File: src/rtl/timer_apb_regs.sv
// timer_apb_regs: APB register block for an 8-bit prescaled up/down timer with sticky overflow/underflow flags
module timer_apb_regs #(
    parameter int WAIT_CYCLES = 0
) (
    input  logic       pclk,
    input  logic       preset,
    input  logic       psel,
    input  logic       penable,
    input  logic       pwrite,
    input  logic [7:0] paddr,
    input  logic [7:0] pwdata,
    output logic [7:0] prdata,
    output logic       pready,
    output logic       pslverr,
    output logic       tmr_ovf,
    output logic       tmr_udf
);
    logic [7:0] tdr, tcr, tcnt;
    logic [1:0] tsr, tsr_nxt;
    logic [3:0] psc, wcnt, mask;
    logic       access, bad, wr_ok, load, en, dir, tick, ovf_set, udf_set;
    assign access  = psel & penable;
    assign pready  = access & (wcnt == 4'(WAIT_CYCLES));
    assign bad     = |paddr[7:2];
    assign pslverr = pready & (bad | (pwrite & paddr[1:0] == 2'd3));
    assign wr_ok   = pready & pwrite & !bad;
    assign load    = tcr[7];
    assign dir     = tcr[5];
    assign en      = tcr[4];
    assign mask    = 4'((5'd2 << tcr[1:0]) - 5'd1);
    assign tick    = en & !load & ((psc & mask) == mask);
    assign ovf_set = tick & !dir & (tcnt == 8'hFF);
    assign udf_set = tick & dir & (tcnt == 8'h00);
    // hardware set is OR'ed in after the software clear so it wins a same-cycle collision
    assign tsr_nxt = ((wr_ok & paddr[1:0] == 2'd2) ? tsr & pwdata[1:0] : tsr) | {udf_set, ovf_set};
    always_comb begin
        prdata = (!access | bad)        ? 8'h00 :
                 (paddr[1:0] == 2'd0)   ? tdr :
                 (paddr[1:0] == 2'd1)   ? tcr :
                 (paddr[1:0] == 2'd2)   ? {6'b0, tsr} : tcnt;
    end
    always_ff @(posedge pclk) begin
        if (preset) begin
            tdr     <= '0;
            tcr     <= '0;
            tcnt    <= '0;
            tsr     <= '0;
            psc     <= '0;
            wcnt    <= '0;
            tmr_ovf <= 1'b0;
            tmr_udf <= 1'b0;
        end else begin
            wcnt    <= (access & !pready) ? wcnt + 4'd1 : 4'd0;
            psc     <= (!en | load) ? 4'd0 : psc + 4'd1;
            if (wr_ok & paddr[1:0] == 2'd0) tdr <= pwdata;
            if (wr_ok & paddr[1:0] == 2'd1) tcr <= pwdata & 8'hB3;
            tcnt    <= load ? tdr : tick ? (dir ? tcnt - 8'd1 : tcnt + 8'd1) : tcnt;
            tsr     <= tsr_nxt;
            tmr_ovf <= tsr_nxt[0];
            tmr_udf <= tsr_nxt[1];
        end
    end
endmodule

File: config.mk
export PLATFORM = sky130hd
export DESIGN_NAME = timer_apb_regs
export DESIGN_NICKNAME = d
export VERILOG_FILES = /design/src/rtl/timer_apb_regs.sv
export SDC_FILE = /design/constraint.sdc
export NUM_CORES = 1
export LEC_CHECK = 0
export ABC_CLOCK_PERIOD_IN_PS = 3380
export BUFFER_PORTS_ARGS = -buffer_cell sky130_fd_sc_hd__buf_2
export CAP_MARGIN = 10
export CELL_PAD_IN_SITES_DETAIL_PLACEMENT = 1
export CELL_PAD_IN_SITES_GLOBAL_PLACEMENT = 2
export CORE_ASPECT_RATIO = 1.1
export CORE_MARGIN = 2
export CORE_UTILIZATION = 30
export DETAILED_ROUTE_END_ITERATION = 6
export HOLD_SLACK_MARGIN = 0.12
export PLACE_DENSITY_LB_ADDON = 0.2
export SLEW_MARGIN = 10
export SYNTH_ARGS = -nofsm -noshare
export SYNTH_HDL_FRONTEND = slang
export SYNTH_SLANG_ARGS = --single-unit
File: constraint.sdc
create_clock -name pclk -period 3.38 [get_ports pclk]
set_input_delay 0.507 -clock pclk [delete_from_list [all_inputs] [get_ports pclk]]
set_output_delay 0.507 -clock pclk [all_outputs]
set_load 0.05 [all_outputs]
# Yosys cells after proc, flatten, opt, wreduce, memory -nomap -nowiden
# Index checks and enable logic that the tools add are counted.
[totals]
regBits = 33
[op_classes]
eq_ne = 5
addsub = 5
bitwise_logic = 23
muxes = 8
shift = 1
n_reduce_logical = 13
[op_table]
columns = ["op", "n"]
rows = [
  ["8-bit 2-to-1 mux", 7],
  ["1-bit AND", 16],
  ["4-bit by 1-bit adder with 4-bit output (second input constant)", 2],
  ["8-bit by 1-bit adder with 8-bit output (second input constant)", 1],
  ["8-bit equality test (second input constant)", 1],
  ["8-bit zero test", 1],
  ["8-bit by 1-bit subtractor with 8-bit output (second input constant)", 1],
  ["1-bit zero test", 6],
  ["6-bit OR reduction", 1],
  ["4-bit AND", 1],
  ["2-bit equality test (second input constant)", 2],
  ["4-bit equality test", 1],
  ["4-bit zero test", 1],
  ["2-bit OR reduction", 2],
  ["2-bit by 2-bit << shifter with 4-bit output (first input constant)", 1],
  ["4-bit by 1-bit subtractor with 4-bit output (second input constant)", 1],
  ["1-bit OR", 3],
  ["2-bit AND", 1],
  ["2-bit by 1-bit equality test with 1-bit output (second input constant)", 1],
  ["2-bit zero test", 1],
  ["2-bit 2-to-1 mux", 1],
  ["2-bit OR", 1],
  ["2-bit nonzero test", 1],
  ["1-bit NOT", 1],
]

# Depth between registers and ports, before layout
# Gate-level depths: netlist of run 1.
[depth]
ltp_word = 8
mapped_depth = 8

# Worst setup path after synthesis of run 1
# No wires, ideal clock.
[synth_timing]
path_kind = "reg2out"
startpoint = "reg wcnt[0]"
endpoint = "out pslverr"
path_buffers = 0
path_stages_with_launch = 6
arrival_time_ps = 2408
required_ps = 2873
setup_slack_ps = 465
path_cell_list = "dfxtp_1 inv_1 ha_1 nor3b_1 and2b_1 a21boi_0"
[synth_between]
elab_chain_cells = 3
[synth_rtl]
columns = ["item", "line_no", "source"]
rows = [
  ["from (decl)", "20", "logic [3:0] psc, wcnt, mask;"],
  ["from (signal assigned)", "53", "wcnt <= (access & !pready) ? wcnt + 4'd1 : 4'd0;"],
  ["4-bit zero test", "23", "assign pready = access & (wcnt == 4'(WAIT_CYCLES));"],
  ["1-bit AND", "23", ""],
  ["named net pready", "13", "output logic pready,"],
  ["1-bit AND", "25", "assign pslverr = pready & (bad | (pwrite & paddr[1:0] == 2'd3));"],
  ["to (decl)", "14", "output logic pslverr,"],
]
# The timed path passes the listed nets, and every way through them passes these cells.

# Worst setup path in the final report of run 1
[layout_timing]
startpoint = "in paddr[5]"
endpoint = "out prdata[3]"
[layout_between]
elab_chain_cells = 3
[layout_rtl]
columns = ["item", "line_no", "source"]
rows = [
  ["from (decl)", "10", "input logic [7:0] paddr,"],
  ["6-bit OR reduction", "24", "assign bad = |paddr[7:2];"],
  ["1-bit OR", "37", "prdata = (!access | bad) ? 8'h00 :"],
  ["8-bit 2-to-1 mux", "37", ""],
  ["to (decl)", "12", "output logic [7:0] prdata,"],
]
# No other way between the ends.

==> results by group, run 1 <==
STA
  • Setup_tns: 0 ns
  • Measured slew at the worst slew-check pin: 0.7303 ns
  • Rel. slew slack: 51.14%
  • Final setup skew: 0.007089 ns
  • Post-layout min period: 2.805 ns
  • Fmax: 356.6 MHz
  • Final setup fails: 0
  • Period utilization: 82.98%
  • Unrepaired setup endpoints after global routing: no
  • Final Hold Fails: 0
  • Pins Over Slew Limit: 0

Synth
  • Post-synth EDFFs: 0
  • Seq/Total Area, Yosys: 34.73%
  • Syn nets: 238
  • Prevailing post-synth register cell: dfxtp_1
  • Yosys cell types: 44
  • Synth async-reset ratio: 0%
  • Area share of the largest cell type after synthesis: 34.73%
  • Synth top area cells: dfxtp_1, mux2i_1, ha_1
  • Synth warn: 0
  • Synthesized area per cell: 8.631 µm²
  • Synthesized cell area: 0.001787 mm²
  • Post-synthesis register bit count: 31
  • Synth Instances: 207
  • Count leader, synth: dfxtp_1
  • Commonest cells in the netlist: dfxtp_1, nor2_1, nand2_1
  • Leading area contributor after synthesis: dfxtp_1

Die
  • Top-level I/O count: 33
  • # rows: 29
  • Initial core utilization: 30.97%
  • Die H: 84.94 µm
  • DIE WIDTH: 77.58 µm
  • Core area: 0.005769 mm²
  • DIE AREA: 0.006590 mm²

Outcome
  • Status: complete, no violations

Clocking
  • Cts hold-fix bufs: 0
  • Max clock buf depth: 2
  • CTS clk-pin slew, worst paths: 0.07 ns
  • Post-CTS Setup Bufs: 0
  • Post-CTS sizing: 0
  • Root Driver: clkbuf_8
  • CTS tree: done
  • Later-pin clock latency in the skew report: 0.28 ns
  • Htree depth: 2
  • CTS Buf Count: 5
  • Sink Count: 31

Route
  • # DRC: 0
  • Routed vias: 1,594
  • Via density: 5.044
  • Detailed Route WL: 4868 µm
  • Iter 0 DRT Violations: 77
  • Final ANT Viol Nets: 0
  • Length of the first detailed-routing pass in iterations: 4
  • WL/cell: 15.41 µm

Power
  • Switching pwr: 166.7 µW
  • Sw frac: 22.79%
  • Logic pwr share: 5.5%
  • Pwr dens: 347.9 mW/mm²
  • Worst vdd ir: 0.0002640 V
  • Internal Power: 564.7 µW
  • Clock network fraction of total power: 44.6%
  • Sequential power share: 49.9%
  • LEAKAGE: 0.8389 nW

Global route
  • Largest net degree at the start of global routing: 29
  • Vias in the first global route: 1,711
  • Initial antenna violation count: 0
  • GRT Resource Usage Total: 15.96%
  • Global-route wire length before repair: 8376 µm
  • GRT Residual Overflow: 0

Worst hold path
  • Min-Delay Path Class: input pin to flip-flop

Placement
  • # port buffers: 32
  • GPL Wtd Cong: 0.7703
  • HPWL Detailed: 3678 µm

Finish
  • Syn-to-layout area delta: 17.65%
  • Fill cells: 695
  • Post-layout util: 36.43%
  • Fin nets: 269
  • # diodes: 0
  • Share of cells above drive strength 1: 19.67%

Critical path
  • Crit. End Element: output port
  • Critical Path Start Type: input pin
  • Worst EP arrival: 2.30 ns
  • Max FO, Critical Path: 8
  • Critical path class: input pin to output port
  • CP required: 2.87 ns

Run
  • Total of max-cap violations: 0
-- area by class of cell --
cell class                 count  area (µm²)  area share [%]
tap                           77       96.34           4.583
multi-input combinational    160        1095           52.08
clock buffer                   8       100.1           4.762
timing repair buffer          32       160.2           7.619
sequential                    31       620.6           29.52
inverter                       8       30.03           1.429
-- state kept, by name, indices dropped and copies added (netlist names) --
| register | count |
|---|---|
| tcr | 5 |
| tcnt | 8 |
| tdr | 8 |
| tmr_udf | 1 |
| tsr | 1 |
| psc | 4 |
| wcnt | 4 |
-- placed cells by master, fill, tap and decap left out, drive strengths merged, types with 2 or more instances in the layout --
master  instances
a21oi          15
a22oi           8
a31oi           2
buf            32
clkbuf          8
dfxtp          31
ha              9
inv             8
mux2            2
mux2i          13
mux4            2
nand2          18
nand2b          4
nand3           9
nand3b          3
nand4           3
nor2           30
nor2b           6
nor3            2
nor4            3
o21a            2
o21ai           4
o31ai           3
xnor2           3
xor2            4
-- power groups by stage --
stage / clock network (mW) / registers (mW) / logic (mW)
CTS: 0.335 / 0.365 / 0.0405
global route: 0.355 / 0.365 / 0.0436
global placement: 0 / 0.374 / 0.0401
detailed placement: 0 / 0.374 / 0.0405
finish: 0.326 / 0.365 / 0.0399
floorplan: 0 / 0.374 / 0.0199
-- worst paths after layout --
| kind | startpoint | endpoint | slack [ns] | cells after the start |
|---|---|---|---|---|
| setup / recovery | paddr[5] | prdata[3] | 0.58 | 6 |
| hold / removal | pwdata[6] | tdr[6] | 0.45 | 3 |
| setup reg to reg | tcr[5] | tcnt[6] | 1.11 | 7 |
| hold reg to reg | wcnt[0] | wcnt[0] | 0.46 | 1 |
-- critical path, stage by stage --
cell and delay (ns):
buf_2 0.10, or4_4 0.53, nor3_4 0.23, nand3_1 0.37, a21oi_1 0.26, buf_2 0.30
-- per-stage QoR --
| stage | instance area [µm²] | hold WS (ns) | std cells | setup slack (ns) | power (mW) |
|---|---|---|---|---|---|
| 5_1_grt | 2102 | 0.4739 | 316 | 0.4867 | 0.7635 |
| 3_5_place_dp | 2002 | 0.4559 | 308 | 0.5489 | 0.4140 |
| 2_1_floorplan | 1787 | 0.4297 | 207 | 0.4650 | 0.3934 |
| 3_3_place_gp | 2002 | 0.4500 | 308 | 0.5993 | 0.4137 |
| 6_report | 2102 | 0.4534 | 316 | 0.5754 | 0.7314 |
| 4_1_cts | 2102 | 0.4548 | 316 | 0.5171 | 0.7409 |
-- metal layers --
metal,wire length [µm],vias up,GRT usage (%)
met5,0,-,0
met4,24,0,3.896
met3,123,2,3.298
met2,2542,15,28.37
met1,2178,780,19.64
li1,-,797,-
-- cell families after synthesis --
| family | after synthesis | synth area share (%) |
|---|---|---|
| compound gates | 41 | 14.71 |
| flops | 31 | 34.73 |
| simple gates | 85 | 24.65 |
| fa+ha+maj | 10 | 7.423 |
| mux | 17 | 11.06 |
| xor+xnor | 7 | 3.431 |
| buf+inv | 16 | 3.992 |
Power figures use the tool's default switching activity.
==> inputs of run 2 (changes only) <==
--- a/config.mk
+++ b/config.mk
@@ -5,7 +5,7 @@
 export SDC_FILE = /design/constraint.sdc
 export NUM_CORES = 1
 export LEC_CHECK = 0
-export ABC_CLOCK_PERIOD_IN_PS = 3380
+export ABC_CLOCK_PERIOD_IN_PS = 2800
 export BUFFER_PORTS_ARGS = -buffer_cell sky130_fd_sc_hd__buf_2
 export CAP_MARGIN = 10
 export CELL_PAD_IN_SITES_DETAIL_PLACEMENT = 1
==> constraint.sdc (replaced) <==
create_clock -name pclk -period 2.8 [get_ports pclk]
set_input_delay 0.42 -clock pclk [delete_from_list [all_inputs] [get_ports pclk]]
set_output_delay 0.42 -clock pclk [all_outputs]
set_load 0.05 [all_outputs]
==> run 2 against run 1 <==
Net effect: critical endpoint unchanged; clock skew grew 0.0027 ns; largest power group is now clock; non-clock buffer count increased by 3; die area stayed put; critical path depth is the same; utilization increased by 0.69 points.
==> results by group, run 2 (synthesized netlist as in run 1, its figures left out) <==
Outcome
  • Status: complete, no violations (unchanged)

STA
  • Measured slew at the worst slew-check pin: 0.6155 ns (was 0.7303 ns)
  • Final Hold Fails: 0 (unchanged)
  • Period utilization: 89.12%
  • Fmax: 400.7 MHz
  • Post-layout min period: 2.495 ns
  • Pins Over Slew Limit: 0 (unchanged)
  • Unrepaired setup endpoints after global routing: no (unchanged)
  • Final setup skew: 0.009836 ns (was 0.007089 ns)
  • Rel. slew slack: 58.96% (was 51.14%)
  • Setup_tns: 0 ns (unchanged)
  • Fin worst setup slack: 0.3047 ns (was 0.5754 ns)
  • Final setup fails: 0 (unchanged)

Critical path
  • CP endpoint: prdata[3] (unchanged)
  • Max FO, Critical Path: 8 (unchanged)
  • CP Cell Sequence: buf_2 > or4_4 > nor3_4 > nand3_1 > a21oi_1 > buf_2 (unchanged)
  • Reg2Reg Setup Slack: 0.86 ns (was 1.11 ns)
  • Critical path class: input pin to output port (unchanged)
  • CP required: 2.38 ns (was 2.87 ns)
  • Largest stage delay, worst path: 0.53 ns (about the same)
  • CP max stage cell: or4_4 (unchanged)
  • Worst EP arrival: 2.08 ns (was 2.30 ns)
  • Reg-to-reg endpoint: tcnt[6] (unchanged)
  • CP startpoint: paddr[5] (unchanged)
  • Crit. End Element: output port (unchanged)
  • Worst path most repeated cell: buf_2 (unchanged)
  • Reg2Reg Depth: 7 (unchanged)
  • Reg-to-reg startpoint: tcnt[0] (was tcr[5])
  • Critical Path Start Type: input pin (unchanged)

Clocking
  • Sink Count: 31 (unchanged)
  • Cts hold-fix bufs: 0 (unchanged)
  • CTS Buf Count: 5 (unchanged)
  • CTS tree: done (unchanged)
  • Max clock buf depth: 2 (unchanged)
  • Post-CTS sizing: 0 (unchanged)
  • CTS clk-pin slew, worst paths: 0.07 ns (about the same)
  • Root Driver: clkbuf_8 (unchanged)
  • Post-CTS Setup Bufs: 0 (unchanged)
  • Htree depth: 2 (unchanged)
  • Later-pin clock latency in the skew report: 0.29 ns (was 0.28 ns)

Finish
  • # diodes: 0 (unchanged)
  • Syn-to-layout area delta: 19.89% (was 17.65%)
  • Commonest non-fill, non-tap cell in the layout: buf_2 (unchanged)
  • Share of cells above drive strength 1: 21.07% (was 19.67%)
  • Commonest non-fill, non-tap cells in the layout: buf_2, dfxtp_1, nor2_1, nand2_1, a21oi_1 (unchanged)
  • Largest registers: tcnt: 8 flops, tdr: 8 flops, tcr: 5 flops (unchanged)
  • Fill cells: 707 (was 695)
  • Fin nets: 272 (was 269)
  • Post-route insts no fill: 319 (was 316)
  • Post-route cell area: 0.002142 mm² (was 0.002102 mm²)

Power
  • Worst vdd ir: 0.0003209 V (was 0.0002640 V)
  • LEAKAGE: 0.8655 nW (was 0.8389 nW)
  • Total power: 953.1 µW (was 731.4 µW)
  • Pwr dens: 445.0 mW/mm² (was 347.9 mW/mm²)

Global route
  • GRT Resource Usage Total: 16.03% (was 15.96%)
  • Largest net degree at the start of global routing: 29 (unchanged)
  • Global-route wire length before repair: 8231 µm (was 8376 µm)
  • GRT Residual Overflow: 0 (unchanged)
  • Vias in the first global route: 1,628 (was 1,711)
  • Initial antenna violation count: 0 (unchanged)

Worst hold path
  • Min-Delay Path Class: input pin to flip-flop (unchanged)

Placement
  • # port buffers: 32 (unchanged)
  • Placed Instances: 311 (was 308)
  • GPL Wtd Cong: 0.7985 (was 0.7703)
  • Placed cell area: 0.002024 mm² (was 0.002002 mm²)
  • Pre-CTS WS: 0.3119 ns (was 0.5489 ns)
  • HPWL Detailed: 3656 µm (was 3678 µm)

Run
  • Total of max-cap violations: 0 (unchanged)

Route
  • # DRC: 0 (unchanged)
  • WL/cell: 15.31 µm (was 15.41 µm)
  • Length of the first detailed-routing pass in iterations: 4 (unchanged)
  • Detailed Route WL: 4883 µm (was 4868 µm)
  • Final ANT Viol Nets: 0 (unchanged)
  • Routed vias: 1,635 (was 1,594)
  • Via density: 5.125 (was 5.044)
  • Iter 0 DRT Violations: 116 (was 77)

Die
  • DIE AREA: 0.006590 mm² (unchanged)
  • DIE WIDTH: 77.58 µm (unchanged)
  • Initial core utilization: 30.97% (unchanged)
  • Die H: 84.94 µm (unchanged)
  • Top-level I/O count: 33 (unchanged)
  • # rows: 29 (unchanged)
  • Core area: 0.005769 mm² (unchanged)
run 2: final cells by class:
class | instances | area, µm² | share of cell area, %
Multi-Input combinational cell | 160 | 1095 | 51.11
Timing Repair Buffer | 35 | 182.7 | 8.528
Sequential cell | 31 | 620.6 | 28.97
Inverter | 8 | 30.03 | 1.402
Tap cell | 77 | 96.34 | 4.498
Clock inverter | 2 | 35.03 | 1.636
Clock buffer | 6 | 82.58 | 3.855
run 2: metrics by stage:
stage	hold WS (ns)	utilization (%)
finish	0.3680	37.13
global route	0.3806	37.13
CTS	0.3644	37.13
detailed placement	0.4563	35.09
global placement	0.4486	35.09
floorplan	0.4297	-
run 2: power breakdown:
group | switching, mW | internal, mW
registers | 0.0000781 | 0.441
clock network | 0.175 | 0.288
logic | 0.0320 | 0.0176
total | 0.207 | 0.746
run 2: worst min-delay path by stage:
stage	slack (ns)	to	start	cells after the start
finish	0.37	tdr[6]	pwdata[6]	3
global route	0.38	tdr[3]	pwdata[3]	3
CTS	0.36	tdr[6]	pwdata[6]	3
detailed placement	0.46	psc[0]	psc[0]	1
global placement	0.45	wcnt[0]	wcnt[0]	1
floorplan	0.43	wcnt[0]	wcnt[0]	1
run 2: worst max-delay path: cells and delay by family:
family,cells,cell delay (ns)
buf+inv,2,0.39
simple gates,3,1.00
compound gates,1,0.26
run 2: metal layers:
metal | part of all wire, % | GRT usage [%] | vias to the layer above | wire length, µm
met4 | 1.3 | 4.870 | 0 | 63
met2 | 52 | 27.90 | 29 | 2529
met1 | 42 | 19.74 | 792 | 2060
met3 | 4.7 | 3.511 | 7 | 229
met5 | 0 | 0 | - | 0
li1 | - | - | 807 | -
==> inputs of run 3 (changes only) <==
--- a/config.mk
+++ b/config.mk
@@ -12,7 +12,7 @@
 export CELL_PAD_IN_SITES_GLOBAL_PLACEMENT = 2
 export CORE_ASPECT_RATIO = 1.1
 export CORE_MARGIN = 2
-export CORE_UTILIZATION = 30
+export CORE_UTILIZATION = 33
 export DETAILED_ROUTE_END_ITERATION = 6
 export HOLD_SLACK_MARGIN = 0.12
 export PLACE_DENSITY_LB_ADDON = 0.2
==> run 3 against run 2 <==
Net effect: global-route usage increased by 1.6 points; final area fell by 1.5%; sequential share of layout area up 0.45 points; combinational power shrank 2%; wire length down 1.3%; utilization increased by 2.7 points; via count is 1.7% lower; clock power is 24% lower; critical path depth unchanged; cell count down 0.94%; count of clock-buffer cells in the layout unchanged; setup slack worse by 0.0077 ns; critical endpoint unchanged; largest power group is now sequential cells.
==> results by group, run 3 (synthesized netlist as in run 1, its figures left out) <==
STA
  • Fmax: 399.5 MHz (was 400.7 MHz)
  • Period utilization: 89.40% (was 89.12%)
  • Final Hold Fails: 0 (unchanged)
  • Rel. slew slack: 58.13% (was 58.96%)
  • Pins Over Slew Limit: 0 (unchanged)
  • Final setup skew: 0.006502 ns (was 0.009836 ns)
  • Final setup fails: 0 (unchanged)
  • Measured slew at the worst slew-check pin: 0.6280 ns (was 0.6155 ns)
  • Post-layout min period: 2.503 ns (was 2.495 ns)
  • Unrepaired setup endpoints after global routing: no (unchanged)
  • Setup_tns: 0 ns (unchanged)

Global route
  • Vias in the first global route: 1,572 (was 1,628)
  • Largest net degree at the start of global routing: 29 (unchanged)
  • GRT Residual Overflow: 0 (unchanged)
  • Global-route wire length before repair: 7935 µm (was 8231 µm)
  • GRT Resource Usage Total: 17.68% (was 16.03%)
  • Initial antenna violation count: 0 (unchanged)

Power
  • Logic pwr share: 5.8% (was 5.2%)
  • LEAKAGE: 0.8514 nW (was 0.8655 nW)
  • Worst vdd ir: 0.0002825 V (was 0.0003209 V)
  • Clock network fraction of total power: 41.9% (was 48.5%)
  • Pwr dens: 399.6 mW/mm² (was 445.0 mW/mm²)
  • Total power: 842.9 µW (was 953.1 µW)
  • Sw frac: 22.75% (was 21.71%)
  • Switching pwr: 191.8 µW (was 206.9 µW)
  • Sequential power share: 52.3% (was 46.3%)
  • Internal Power: 651.1 µW (was 746.2 µW)

Finish
  • Commonest non-fill, non-tap cells in the layout: buf_2, dfxtp_1, nor2_1, nand2_1, a21oi_1 (unchanged)
  • Syn-to-layout area delta: 18.07% (was 19.89%)
  • Post-route cell area: 0.002110 mm² (was 0.002142 mm²)
  • Fill cells: 657 (was 707)
  • # diodes: 0 (unchanged)
  • Share of cells above drive strength 1: 20.75% (was 21.07%)
  • Commonest non-fill, non-tap cell in the layout: buf_2 (unchanged)
  • Fin nets: 272 (unchanged)
  • Largest registers: tcnt: 8 flops, tdr: 8 flops, tcr: 5 flops (unchanged)

Clocking
  • Htree depth: 2 (unchanged)
  • CTS clk-pin slew, worst paths: 0.07 ns (about the same)
  • Post-CTS sizing: 0 (unchanged)
  • Root Driver: clkbuf_8 (unchanged)
  • CTS tree: done (unchanged)
  • Later-pin clock latency in the skew report: 0.28 ns (was 0.29 ns)
  • Post-CTS Setup Bufs: 0 (unchanged)
  • Max clock buf depth: 2 (unchanged)
  • Cts hold-fix bufs: 0 (unchanged)
  • Sink Count: 31 (unchanged)
  • CTS Buf Count: 5 (unchanged)

Route
  • Routed vias: 1,608 (was 1,635)
  • Detailed Route WL: 4821 µm (was 4883 µm)
  • Final ANT Viol Nets: 0 (unchanged)
  • Via density: 5.089 (was 5.125)
  • Length of the first detailed-routing pass in iterations: 4 (unchanged)
  • WL/cell: 15.26 µm (was 15.31 µm)
  • # DRC: 0 (unchanged)
  • Iter 0 DRT Violations: 66 (was 116)

Critical path
  • Reg2Reg Setup Slack: 0.89 ns (was 0.86 ns)
  • Largest stage delay, worst path: 0.53 ns (about the same)
  • Worst path most repeated cell: buf_2 (unchanged)
  • Critical path class: input pin to output port (unchanged)
  • CP required: 2.38 ns (about the same)
  • CP max stage cell: or4_4 (unchanged)
  • Worst EP arrival: 2.08 ns (about the same)
  • Max FO, Critical Path: 8 (unchanged)
  • CP Cell Sequence: buf_2 > or4_4 > nor3_4 > nand3_1 > a21oi_1 > buf_2 (unchanged)
  • Critical Path Start Type: input pin (unchanged)
  • Cell family contributing the most delay on the critical path: simple AND/OR/NAND/NOR gates (unchanged)
  • Critical path buffers and inverters: 2 (unchanged)
  • Crit. End Element: output port (unchanged)

Die
  • Die H: 81.18 µm (was 84.94 µm)
  • Core area: 0.005290 mm² (was 0.005769 mm²)
  • # rows: 28 (was 29)
  • DIE AREA: 0.006020 mm² (was 0.006590 mm²)
  • Initial core utilization: 33.77% (was 30.97%)
  • Top-level I/O count: 33 (unchanged)
  • DIE WIDTH: 74.16 µm (was 77.58 µm)

Placement
  • GPL Wtd Cong: 0.7771 (was 0.7985)
  • Placed cell area: 0.002022 mm² (was 0.002024 mm²)
  • # port buffers: 32 (unchanged)
  • HPWL Detailed: 3642 µm (was 3656 µm)

Run
  • Total of max-cap violations: 0 (unchanged)

Outcome
  • Status: complete, no violations (unchanged)

Worst hold path
  • Min-Delay Path Class: input pin to flip-flop (unchanged)
-- run 3: per-layer routing --
layer	GRT usage [%]	wire length [µm]	vias to the layer above
met5	0	0	-
met4	6.000	79	0
met3	3.598	86	8
met2	30.45	2527	13
met1	21.76	2128	781
li1	-	-	806
-- run 3: power by group through the flow --
stage	Combinational, mW	Sequential [mW]	Clock (mW)
6_report	0.0488	0.441	0.353
3_5_place_dp	0.0499	0.451	0
2_1_floorplan	0.0242	0.451	0
4_1_cts	0.0500	0.441	0.369
3_3_place_gp	0.0493	0.451	0
5_1_grt	0.0540	0.441	0.393
-- run 3: final timing paths --
check | start | to | cells after the start
setup / recovery | paddr[5] | prdata[3] | 6
hold / removal | pwdata[6] | tdr[6] | 3
setup reg to reg | tcnt[0] | tcnt[6] | 7
hold reg to reg | wcnt[0] | wcnt[0] | 1
-- run 3: through the flow --
stage / utilization [%] / hold slack (ns) / setup slack (ns) / instances
after CTS: 39.88 / 0.3645 / 0.2282 / 316
after global placement: 38.22 / 0.4541 / 0.2862 / 309
final: 39.88 / 0.3686 / 0.2969 / 316
after floorplan: - / 0.4297 / 0.1670 / 207
after global routing: 39.88 / 0.3812 / 0.1547 / 316
after detailed placement: 38.22 / 0.4614 / 0.2549 / 309
-- run 3: area by class of cell --
class,count,area [µm²],share of cell area (%)
timing repair buffer,35,182.7,8.660
multi-input combinational,160,1095,51.90
inverter,8,30.03,1.423
tap,75,93.84,4.448
clock buffer,6,82.58,3.915
sequential,31,620.6,29.42
clock inverter,1,5.005,0.2372
-- run 3: worst min-delay path, delay by kind of cell --
family / cells / cell delay (ns)
buffers and inverters: 1 / 0.08
and+or+nand+nor: 1 / 0.07
muxes: 1 / 0.05
